--- src/rtl/comm_ctrl.sv ---
// Serial command front-end for a CHANNELS-bit channel enable register.
// Holds the uart_rx/uart_tx byte engines and the comm_ctrl command decoder that uses them.

module uart_rx #(
  parameter int CLK_PER_BIT = 16
) (
  input  logic       clk,
  input  logic       rx,
  output logic [7:0] data,
  output logic       ready
);
  localparam int CW = (CLK_PER_BIT > 1) ? $clog2(CLK_PER_BIT) : 1;
  localparam logic [CW-1:0] CNT_LAST = CW'(CLK_PER_BIT - 1);
  localparam logic [CW-1:0] CNT_HALF = CW'(CLK_PER_BIT / 2 - 1);

  typedef enum logic [1:0] {RX_IDLE, RX_START, RX_DATA, RX_STOP} rx_state_t;

  rx_state_t     state_q, state_d;
  logic [1:0]    sync_q;
  logic [CW-1:0] cnt_q, cnt_d;
  logic [2:0]    bit_idx_q, bit_idx_d;
  logic [7:0]    shreg_q, shreg_d;
  logic          ready_q, ready_d;
  logic          rx_s;

  assign rx_s  = sync_q[1];
  assign data  = shreg_q;
  assign ready = ready_q;

  always_ff @(posedge clk) begin
    sync_q    <= {sync_q[0], rx};
    state_q   <= state_d;
    cnt_q     <= cnt_d;
    bit_idx_q <= bit_idx_d;
    shreg_q   <= shreg_d;
    ready_q   <= ready_d;
  end

  // A start bit must still be low at mid-bit, which also rejects power-up glitches.
  always_comb begin
    state_d   = state_q;
    cnt_d     = cnt_q;
    bit_idx_d = bit_idx_q;
    shreg_d   = shreg_q;
    ready_d   = 1'b0;
    case (state_q)
      RX_IDLE: begin
        cnt_d     = '0;
        bit_idx_d = '0;
        if (!rx_s) state_d = RX_START;
      end
      RX_START: begin
        if (cnt_q == CNT_HALF) begin
          cnt_d   = '0;
          state_d = rx_s ? RX_IDLE : RX_DATA;
        end else begin
          cnt_d = cnt_q + CW'(1);
        end
      end
      RX_DATA: begin
        if (cnt_q == CNT_LAST) begin
          cnt_d   = '0;
          shreg_d = {rx_s, shreg_q[7:1]};
          if (bit_idx_q == 3'd7) state_d = RX_STOP;
          else                   bit_idx_d = bit_idx_q + 3'd1;
        end else begin
          cnt_d = cnt_q + CW'(1);
        end
      end
      RX_STOP: begin
        if (cnt_q == CNT_LAST) begin
          state_d = RX_IDLE;
          ready_d = rx_s;
        end else begin
          cnt_d = cnt_q + CW'(1);
        end
      end
      default: state_d = RX_IDLE;
    endcase
  end
endmodule

module uart_tx #(
  parameter int CLK_PER_BIT = 16
) (
  input  logic       clk,
  input  logic       data_ready,
  input  logic [7:0] data,
  output logic       tx,
  output logic       done
);
  localparam int CW = (CLK_PER_BIT > 1) ? $clog2(CLK_PER_BIT) : 1;
  localparam logic [CW-1:0] CNT_LAST = CW'(CLK_PER_BIT - 1);

  typedef enum logic [1:0] {TX_IDLE, TX_START, TX_DATA, TX_STOP} tx_state_t;

  tx_state_t     state_q, state_d;
  logic [CW-1:0] cnt_q, cnt_d;
  logic [2:0]    bit_idx_q, bit_idx_d;
  logic [7:0]    shreg_q, shreg_d;
  logic          done_q, done_d;
  logic          line_n_q, line_d;

  // The line is stored inverted so an unreset register powers up idle-high.
  assign tx   = ~line_n_q;
  assign done = done_q;

  always_ff @(posedge clk) begin
    state_q   <= state_d;
    cnt_q     <= cnt_d;
    bit_idx_q <= bit_idx_d;
    shreg_q   <= shreg_d;
    done_q    <= done_d;
    line_n_q  <= ~line_d;
  end

  always_comb begin
    state_d   = state_q;
    cnt_d     = cnt_q;
    bit_idx_d = bit_idx_q;
    shreg_d   = shreg_q;
    done_d    = 1'b0;
    case (state_q)
      TX_IDLE: begin
        cnt_d     = '0;
        bit_idx_d = '0;
        if (data_ready) begin
          shreg_d = data;
          state_d = TX_START;
        end
      end
      TX_START: begin
        if (cnt_q == CNT_LAST) begin
          cnt_d   = '0;
          state_d = TX_DATA;
        end else begin
          cnt_d = cnt_q + CW'(1);
        end
      end
      TX_DATA: begin
        if (cnt_q == CNT_LAST) begin
          cnt_d = '0;
          if (bit_idx_q == 3'd7) begin
            state_d = TX_STOP;
          end else begin
            bit_idx_d = bit_idx_q + 3'd1;
            shreg_d   = {1'b0, shreg_q[7:1]};
          end
        end else begin
          cnt_d = cnt_q + CW'(1);
        end
      end
      TX_STOP: begin
        if (cnt_q == CNT_LAST) begin
          state_d = TX_IDLE;
          done_d  = 1'b1;
        end else begin
          cnt_d = cnt_q + CW'(1);
        end
      end
      default: state_d = TX_IDLE;
    endcase
    case (state_d)
      TX_START: line_d = 1'b0;
      TX_DATA:  line_d = shreg_d[0];
      default:  line_d = 1'b1;
    endcase
  end
endmodule

module comm_ctrl #(
  parameter int                    CHANNELS     = 16,
  parameter int                    CLK_PER_BIT  = 16,
  parameter logic [CHANNELS-1:0]   RESET_MASK   = {CHANNELS{1'b0}},
  parameter int                    TIMEOUT_CLKS = 4096
) (
  input  logic                clk,
  input  logic                rst_n,
  input  logic                serial_rx,
  output logic                serial_tx,
  output logic [CHANNELS-1:0] enabled_out
);
  localparam int NBYTES = CHANNELS / 8;
  localparam int AW     = (NBYTES > 1) ? $clog2(NBYTES) : 1;
  localparam int PW     = $clog2(NBYTES + 1);
  localparam int TW     = $clog2(TIMEOUT_CLKS + 1);
  localparam int IW     = $clog2(CHANNELS);

  localparam logic [AW-1:0] ARG_LAST  = AW'(NBYTES - 1);
  localparam logic [TW-1:0] TO_LAST   = TW'(TIMEOUT_CLKS - 1);
  localparam logic [7:0]    IDX_LIMIT = 8'(CHANNELS);

  localparam logic [7:0] OP_READ  = 8'h01;
  localparam logic [7:0] OP_WRITE = 8'h02;
  localparam logic [7:0] OP_SET   = 8'h03;
  localparam logic [7:0] OP_CLEAR = 8'h04;
  localparam logic [7:0] ACK      = 8'hAA;
  localparam logic [7:0] NAK      = 8'h55;

  typedef enum logic [2:0] {IDLE, ARG_MASK, ARG_IDX, TX_LOAD, TX_WAIT} state_t;

  state_t              state_q, state_d;
  logic [CHANNELS-1:0] mask_q, mask_d;
  logic [CHANNELS-1:0] shadow_q, shadow_d;
  logic [CHANNELS-1:0] reply_q, reply_d;
  logic [AW-1:0]       arg_cnt_q, arg_cnt_d;
  logic [TW-1:0]       idle_cnt_q, idle_cnt_d;
  logic [PW-1:0]       pending_q, pending_d;
  logic                set_op_q, set_op_d;

  logic       rx_ready;
  logic [7:0] rx_data;
  logic       tx_done;
  logic       data_ready;
  logic [IW-1:0] idx;

  assign enabled_out = mask_q;
  assign data_ready  = (state_q == TX_LOAD);
  assign idx         = rx_data[IW-1:0];

  uart_rx #(.CLK_PER_BIT(CLK_PER_BIT)) u_rx (
    .clk   (clk),
    .rx    (serial_rx),
    .data  (rx_data),
    .ready (rx_ready)
  );

  uart_tx #(.CLK_PER_BIT(CLK_PER_BIT)) u_tx (
    .clk        (clk),
    .data_ready (data_ready),
    .data       (reply_q[7:0]),
    .tx         (serial_tx),
    .done       (tx_done)
  );

  always_ff @(posedge clk) begin
    if (!rst_n) begin
      state_q    <= IDLE;
      mask_q     <= RESET_MASK;
      shadow_q   <= '0;
      reply_q    <= '0;
      arg_cnt_q  <= '0;
      idle_cnt_q <= '0;
      pending_q  <= '0;
      set_op_q   <= 1'b0;
    end else begin
      state_q    <= state_d;
      mask_q     <= mask_d;
      shadow_q   <= shadow_d;
      reply_q    <= reply_d;
      arg_cnt_q  <= arg_cnt_d;
      idle_cnt_q <= idle_cnt_d;
      pending_q  <= pending_d;
      set_op_q   <= set_op_d;
    end
  end

  // Replies are shifted out of reply_q LSB-byte first; a READ snapshots the mask at decode.
  always_comb begin
    state_d    = state_q;
    mask_d     = mask_q;
    shadow_d   = shadow_q;
    reply_d    = reply_q;
    arg_cnt_d  = arg_cnt_q;
    idle_cnt_d = idle_cnt_q;
    pending_d  = pending_q;
    set_op_d   = set_op_q;
    case (state_q)
      IDLE: begin
        idle_cnt_d = '0;
        if (rx_ready) begin
          case (rx_data)
            OP_READ: begin
              reply_d   = mask_q;
              pending_d = PW'(NBYTES);
              state_d   = TX_LOAD;
            end
            OP_WRITE: begin
              arg_cnt_d = '0;
              shadow_d  = '0;
              state_d   = ARG_MASK;
            end
            OP_SET, OP_CLEAR: begin
              set_op_d = (rx_data == OP_SET);
              state_d  = ARG_IDX;
            end
            default: begin
              reply_d   = CHANNELS'(NAK);
              pending_d = PW'(1);
              state_d   = TX_LOAD;
            end
          endcase
        end
      end
      ARG_MASK: begin
        if (rx_ready) begin
          idle_cnt_d = '0;
          shadow_d[{arg_cnt_q, 3'b000} +: 8] = rx_data;
          if (arg_cnt_q == ARG_LAST) begin
            mask_d    = shadow_d;
            reply_d   = CHANNELS'(ACK);
            pending_d = PW'(1);
            state_d   = TX_LOAD;
          end else begin
            arg_cnt_d = arg_cnt_q + AW'(1);
          end
        end else if (idle_cnt_q == TO_LAST) begin
          idle_cnt_d = '0;
          arg_cnt_d  = '0;
          shadow_d   = '0;
          state_d    = IDLE;
        end else begin
          idle_cnt_d = idle_cnt_q + TW'(1);
        end
      end
      ARG_IDX: begin
        if (rx_ready) begin
          idle_cnt_d = '0;
          pending_d  = PW'(1);
          state_d    = TX_LOAD;
          if (rx_data < IDX_LIMIT) begin
            mask_d[idx] = set_op_q;
            reply_d     = CHANNELS'(ACK);
          end else begin
            reply_d = CHANNELS'(NAK);
          end
        end else if (idle_cnt_q == TO_LAST) begin
          idle_cnt_d = '0;
          state_d    = IDLE;
        end else begin
          idle_cnt_d = idle_cnt_q + TW'(1);
        end
      end
      TX_LOAD: state_d = TX_WAIT;
      TX_WAIT: begin
        if (tx_done) begin
          reply_d   = reply_q >> 8;
          pending_d = pending_q - PW'(1);
          state_d   = (pending_q == PW'(1)) ? IDLE : TX_LOAD;
        end
      end
      default: state_d = IDLE;
    endcase
  end
endmodule

--- config.mk ---
export PLATFORM = sky130hd
export DESIGN_NAME = comm_ctrl
export DESIGN_NICKNAME = d
export VERILOG_FILES = /design/src/rtl/comm_ctrl.sv
export SDC_FILE = /design/constraint.sdc
export NUM_CORES = 1
export LEC_CHECK = 0
export ABC_AREA = 1
export BUFFER_PORTS_ARGS = -buffer_cell sky130_fd_sc_hd__buf_2
export CAP_MARGIN = 5
export CORE_MARGIN = 8
export CORE_UTILIZATION = 65
export CTS_BUF_LIST = sky130_fd_sc_hd__clkbuf_4
export DETAILED_ROUTE_END_ITERATION = 6
export GPL_ROUTABILITY_DRIVEN = 0
export PLACE_DENSITY = 0.92
export SLEW_MARGIN = 20
export SYNTH_ARGS = -nofsm -noshare
export SYNTH_HDL_FRONTEND = slang
export SYNTH_SLANG_ARGS = --single-unit
--- constraint.sdc ---
create_clock -name clk -period 2.98 [get_ports clk]
set_input_delay 0.596 -clock clk [delete_from_list [all_inputs] [get_ports clk]]
set_output_delay 0.596 -clock clk [all_outputs]
set_load 0.005 [all_outputs]
# Word-level counts from Yosys, hierarchy flattened
# Index checks and enable logic that the tools add are counted.
# totals
in_bits,3
register_bits,107
out_inout_bits,17
# op_classes
n_eq_ne,44
shifts,2
muxes,79
reduce_logical,25
n_addsub,8
order_cmp,3
bitwise,2
# ops
cell,n
$mux W16,13
$pmux W16 S2,3
$pmux W16 S4,1
$mux W2,17
$bwmux W16,2
$mux W8,4
$mux W3,10
$mux W13,2
$pmux W13 S2,1
$pmux W2 S4,3
$mux W4,5
$ne A2 B1 Y1 const B,10
$ne A2 B2 Y1 const B,9
$eq A8 B2 Y1 const B,2
$pmux W4 S4,1
$pmux W8 S2,1
$shift A8 B6 Y16 const A,1
$shiftx A8 B6 Y16,1
$pmux W3 S5,1
$add A13 B1 Y13 const B,1
$eq A13 B12 Y1 const B,1
$pmux W3 S2,2
$pmux W4 S3,1
$reduce_and A3 Y1,4
other kinds (35),67

# Logic depth before layout (Yosys ltp)
# logic_depth
word_depth,8
ltp_mapped,12
ltp_nobuf,11

# By module
# Synthesis repeated with hierarchy kept, for this count alone.
# unflattened
cells_unflattened,764
hier_area_um2,5575.3
# by_module_without_submodules
mod,area_each_um2,seq_area_each_um2,cells_each,instances
comm_ctrl,3729.8,1361.3,590,1
uart_tx,1044.8,520.5,112,1
uart_rx,800.8,570.5,62,1

# Worst setup path before layout
# Ideal clock, no wire load.
# synth_timing
kind,register to register
startpoint,register u_tx.state_q[1]
endpoint,register u_tx.shreg_q[1] (enable)
path_stages_with_launch,8
setup_ns,0.319
period_less_slack_ns,1.854
slack_ns,1.126
t_arrival_ns,1.535
path_cell_list,dfxtp_1 > inv_1 > ha_1 > clkbuf_1 > inv_1 > o22ai_1 > nand2_1 > inv_1
# synth_via
elab_chain_cells,3
elab_cells_between_ends,7
cone_classes,eq/ne: 4; reduce/logical: 3
# synth_rtl
element,line,text
from (decl),97,"tx_state_t state_q, state_d;"
from (signal assigned),109,state_q <= state_d;
$eq A2 B2 Y1 / $logic_not A2 Y1 (equally long branches),123,case (state_q)
$ne A2 B1 Y1 (no source line) (tied with other cells),n/a,
$reduce_and A4 Y1 (no source line) *,n/a,
to (signal assigned),112,shreg_q <= shreg_d;
to (decl),100,"logic [7:0] shreg_q, shreg_d;"
# Mark *: on every way between the ends. The rest lies on a longest branch, timed or not.
# A chain may end at the register's enable or synchronous reset.

# Worst setup path after layout
# layout_timing
startpoint,register state_q[2]
endpoint,"register mask_q[6], in the netlist enabled_out[6]"
# layout_via
elab_chain_cells,3
elab_cells_between_ends,9
cone_classes,eq/ne: 6; mux: 1; reduce/logical: 2
# layout_rtl
element,line,text
from (decl),202,"state_t state_q, state_d;"
from (signal assigned),247,state_q <= state_d;
$eq A3 B1 Y1 / $eq A3 B2 Y1 (equally long branches),268,case (state_q)
$ne A2 B1 Y1 (no source line) (tied with other cells),n/a,
$reduce_and A5 Y1 (no source line),n/a,
to (signal assigned),248,mask_q <= mask_d;
to (decl),203,"logic [CHANNELS-1:0] mask_q, mask_d;"
# Several ways; a longest one is shown, not always the timed one.

==> qor.txt <==
OUTCOME
-----------------------------------------------------------------------------------------------------------------
Outcome ............................................................................................ finished clean

SYNTHESIS
-----------------------------------------------------------------------------------------------------------------
Simple-gate portion of the synthesized area ........................................................        31.0%
Flip-flop and latch count after synthesis ..........................................................          107
Proportion of synthesized chip area in sequential cells ............................................        45.1%
Count of cell types in the netlist .................................................................           36
Proportion of synthesized area in mux cells ........................................................           0%
Netlist area before placement ......................................................................     5440 um2
Fraction of synthesized cell area in xor and xnor cells ............................................        1.29%
Mean post-synth cell area ..........................................................................     7.28 um2
Post-synthesis compound-gate area fraction .........................................................        11.8%
Count of warnings emitted by yosys .................................................................            0
Post-Synthesis Cells ...............................................................................          747
Synth Net Count ....................................................................................          763
Largest family of logic cells by synthesized area .................................................. simple AND/OR/NAND/NOR gates
Arithmetic-cell share of the synthesized area counting full adders, half adders and majority gates .        2.99%

PLACE
-----------------------------------------------------------------------------------------------------------------
Area post-placement ................................................................................     5560 um2
HPWL Detailed ......................................................................................      8370 um
IO Port Bufs .......................................................................................           19
Total placed cells including tap cells .............................................................          852

ROUTE
-----------------------------------------------------------------------------------------------------------------
Per-cell via count in the routed design ............................................................         5.45
DRC marker count from the first detailed-route iteration ...........................................          329
Total DRC errors in the routed layout ..............................................................            0
Total wire length after detailed routing ...........................................................     11400 um
Via count ..........................................................................................         4732
Routed WL per cell .................................................................................      13.1 um
Iteration count of the initial detailed-routing pass ...............................................            5
Number of nets still failing antenna checks after routing ..........................................            0

HOLD PATH
-----------------------------------------------------------------------------------------------------------------
Worst min-delay path endpoint ...................................................................... u_rx.sync_q[0]$_DFF_P_
Instance count along the most critical hold path ...................................................            1
Worst min-delay path startpoint ....................................................................    serial_rx
Class of the worst hold path .......................................................................    in -> reg

CTS
-----------------------------------------------------------------------------------------------------------------
Number of buffers created by CTS ...................................................................            9
Register clock-pin slew on the reported worst setup and hold paths .................................      0.15 ns
Post-CTS setup-driven buffer insertion count .......................................................            0
Number of buffers on the longest clock path ........................................................            2
Clock latency of the later-clocked register in the worst-skew pair .................................      0.45 ns
Clock net sink count ...............................................................................          107
Hold Buf Count CTS .................................................................................            0
CTS tree ...........................................................................................         done
Count of H-tree levels built during CTS ............................................................            3
# resized after CTS ................................................................................            0
Clock root buffer master ...........................................................................     clkbuf_4

CELLS AND AREA
-----------------------------------------------------------------------------------------------------------------
Most used cells in the layout excluding fill and tap cells ......................................... nand2_1, nor2_1, dfxtp_1, inv_1, a21oi_1
Diodes inserted ....................................................................................            0
Final core utilization .............................................................................        69.3%
Growth of design area from synthesis to finish .....................................................        4.19%
Final non-filler cell area .........................................................................     5670 um2
# nets final .......................................................................................          774
Most frequent standard cell in the layout excluding fill and tap cells .............................      nand2_1
Final non-filler cell total ........................................................................          868
Layout cell share with drive strength beyond 1 .....................................................        7.86%

CRITICAL PATH
-----------------------------------------------------------------------------------------------------------------
Cell repeated most along the worst path ............................................................       nor2_1
Critical path peak fanout ..........................................................................           17
Critical path required time ........................................................................      3.38 ns
Worst Setup End Kind ...............................................................................    flip-flop
Crit path largest cell delay .......................................................................      0.74 ns
Slowest cell on the critical path ..................................................................       nor2_1
Reg2reg end ........................................................................................ enabled_out[6]$_SDFFE_PN0P_
CP Data Arrival Time ...............................................................................      2.51 ns
Worst path bufs/invs ...............................................................................            1
CP Cell Sequence ................................................................................... inv_2 > nand3_2 > nor2_1 > a22oi_1 > nand3_1 > nand2_1 > nor2_1
Cell family with the largest share of critical-path delay .......................................... simple AND/OR/NAND/NOR gates
Nature of the critical path startpoint .............................................................    flip-flop
Worst setup slack for register-to-register paths ...................................................      0.87 ns
Cell depth of the worst flop-to-flop path ..........................................................            7
Path type of the worst setup path ..................................................................   reg -> reg
Reg-to-Reg Start ................................................................................... state_q[2]$_SDFFE_PN0P_

STA
-----------------------------------------------------------------------------------------------------------------
Highest Clock Rate .................................................................................      474 MHz
Number of hold-slack violations in the final timing report .........................................            0
Worst Clk Skew .....................................................................................    0.0158 ns
Post-route minimum period ..........................................................................      2.11 ns
Final worst-path cycle share .......................................................................        70.8%
Worst slew margin ..................................................................................        44.8%
Final setup TNS ....................................................................................         0 ns
Number of max-slew violations in the final report ..................................................            0
Actual slew at the worst max-slew pin ..............................................................     0.826 ns
Setup violations, final ............................................................................            0
RSZ-0062 raised after global routing ...............................................................           no

FLOORPLANNING
-----------------------------------------------------------------------------------------------------------------
Core area ..........................................................................................     8180 um2
Floorplan die area .................................................................................    11500 um2
Count of standard-cell rows ........................................................................           33
Initial Utilization ................................................................................        66.5%
Number of top-level pins ...........................................................................           20
DIE HEIGHT .........................................................................................       107 um
Die Wd .............................................................................................       107 um

PWR
-----------------------------------------------------------------------------------------------------------------
PD cells ...........................................................................................   561 nW/um2
Worst vdd rail ir drop .............................................................................     0.296 mV
LEAKAGE ............................................................................................      2.38 nW

GLOBAL ROUTING
-----------------------------------------------------------------------------------------------------------------
Largest net degree at the start of global routing ..................................................           38
Remaining global-route overflow ....................................................................            0
Antenna violations before repair ...................................................................            0
GRT Total Usage ....................................................................................        20.5%
Number of global-route vias before repair ..........................................................         4470
First-pass GRT wire length .........................................................................     19800 um

RUN
-----------------------------------------------------------------------------------------------------------------
Max-cap viol count .................................................................................            0

-- area by class of cell --
cell class              instances  area [um2]
flip-flops and latches        107        2450
clock buffers                   9        67.6
well taps                     105         131
repair buffers                 22         118
clock inverters                 7        42.5
fillers                       655        2510
multi-input cells             541        2560
inverters                      77         292
-- routing by layer --
| metal | routed length, um | global-route usage [%] |
|---|---|---|
| met5 | 0 | 0 |
| met4 | 308 | 8.13 |
| met3 | 559 | 4.19 |
| met2 | 5530 | 34.6 |
| met1 | 4990 | 25.1 |
-- where the power goes --
| part | switching, mW | internal [mW] |
|---|---|---|
| combinational | 0.575 | 0.258 |
| clock | 0.470 | 0.170 |
| sequential | 0.0747 | 1.63 |
| total | 1.12 | 2.06 |
-- worst max-delay path by stage --
stage                                   to                     from  slack (ns)  cells after the start
2_1_floorplan    u_tx.shreg_q[1]$_DFFE_PP_  u_tx.state_q[1]$_DFF_P_        1.13                      7
3_3_place_gp     u_tx.shreg_q[3]$_DFFE_PP_  u_tx.state_q[1]$_DFF_P_        1.01                      6
3_5_place_dp     u_tx.shreg_q[2]$_DFFE_PP_  u_tx.state_q[1]$_DFF_P_        0.95                      6
4_1_cts        enabled_out[6]$_SDFFE_PN0P_  state_q[1]$_SDFFE_PN0P_        0.93                      6
5_1_grt        enabled_out[9]$_SDFFE_PN0P_  state_q[0]$_SDFFE_PN0P_        0.63                      7
6_report       enabled_out[6]$_SDFFE_PN0P_  state_q[2]$_SDFFE_PN0P_        0.87                      7
-- synth_stat cells --
cell / count / share of area, %
nand2_1: 212 / 15
nor2_1: 122 / 8.4
dfxtp_1: 76 / 28
inv_1: 72 / 5.0
a21oi_1: 53 / 4.9
o21ai_0: 43 / 4.0
nand3_1: 36 / 3.3
edfxtp_1: 31 / 17
ha_1: 13 / 3.0
a22oi_1: 10 / 1.4
clkbuf_1: 9 / 0.62
xor2_1: 7 / 1.1
a32o_1: 6 / 1.1
buf_6: 5 / 1.0
nand2_2: 5 / 0.58
nand4_1: 5 / 0.58
nor3_1: 5 / 0.46
nand3_2: 4 / 0.74
buf_1: 3 / 0.21
buf_2: 3 / 0.28
inv_2: 3 / 0.21
nor2_2: 3 / 0.35
nor2_4: 3 / 0.62
or2_2: 3 / 0.35
a31oi_1: 2 / 0.23
buf_4: 2 / 0.28
or2_0: 2 / 0.23
and2_1: 1 / 0.12
and3_1: 1 / 0.12
clkinv_1: 1 / 0.069
inv_4: 1 / 0.12
nand2_8: 1 / 0.37
nor3_2: 1 / 0.18
o22ai_1: 1 / 0.12
o31ai_1: 1 / 0.14
xnor2_1: 1 / 0.16
-- per-stage QoR --
stage	setup slack [ns]	hold slack [ns]	total power [mW]
after global routing	0.628	0.206	3.39
after global placement	1.01	0.314	2.52
after detailed placement	0.949	0.321	2.56
after floorplan	1.13	0.310	2.44
final	0.871	0.244	3.18
after CTS	0.931	0.224	3.18
-- registers in the layout, summed over array words and instances, names as in the netlist, 2 cells and up --
name and cells:
enabled_out 16, reply_q 16, shadow_q 16, idle_cnt_q 13
u_rx.data 8, u_tx.shreg_q 8, u_rx.cnt_q 4, u_tx.cnt_q 4
state_q 3, u_rx.bit_idx_q 3, u_tx.bit_idx_q 3, pending_q 2
u_rx.state_q 2, u_rx.sync_q 2, u_tx.state_q 2
-- cell families after synthesis --
logic type / Yosys count
buffers and inverters: 99
DFF: 107
and+or+nand+nor: 404
adders and majority gates: 13
AOI/OAI and AO/OA: 116
xor gates and xnor gates: 8
Power figures use the tool's default switching activity.
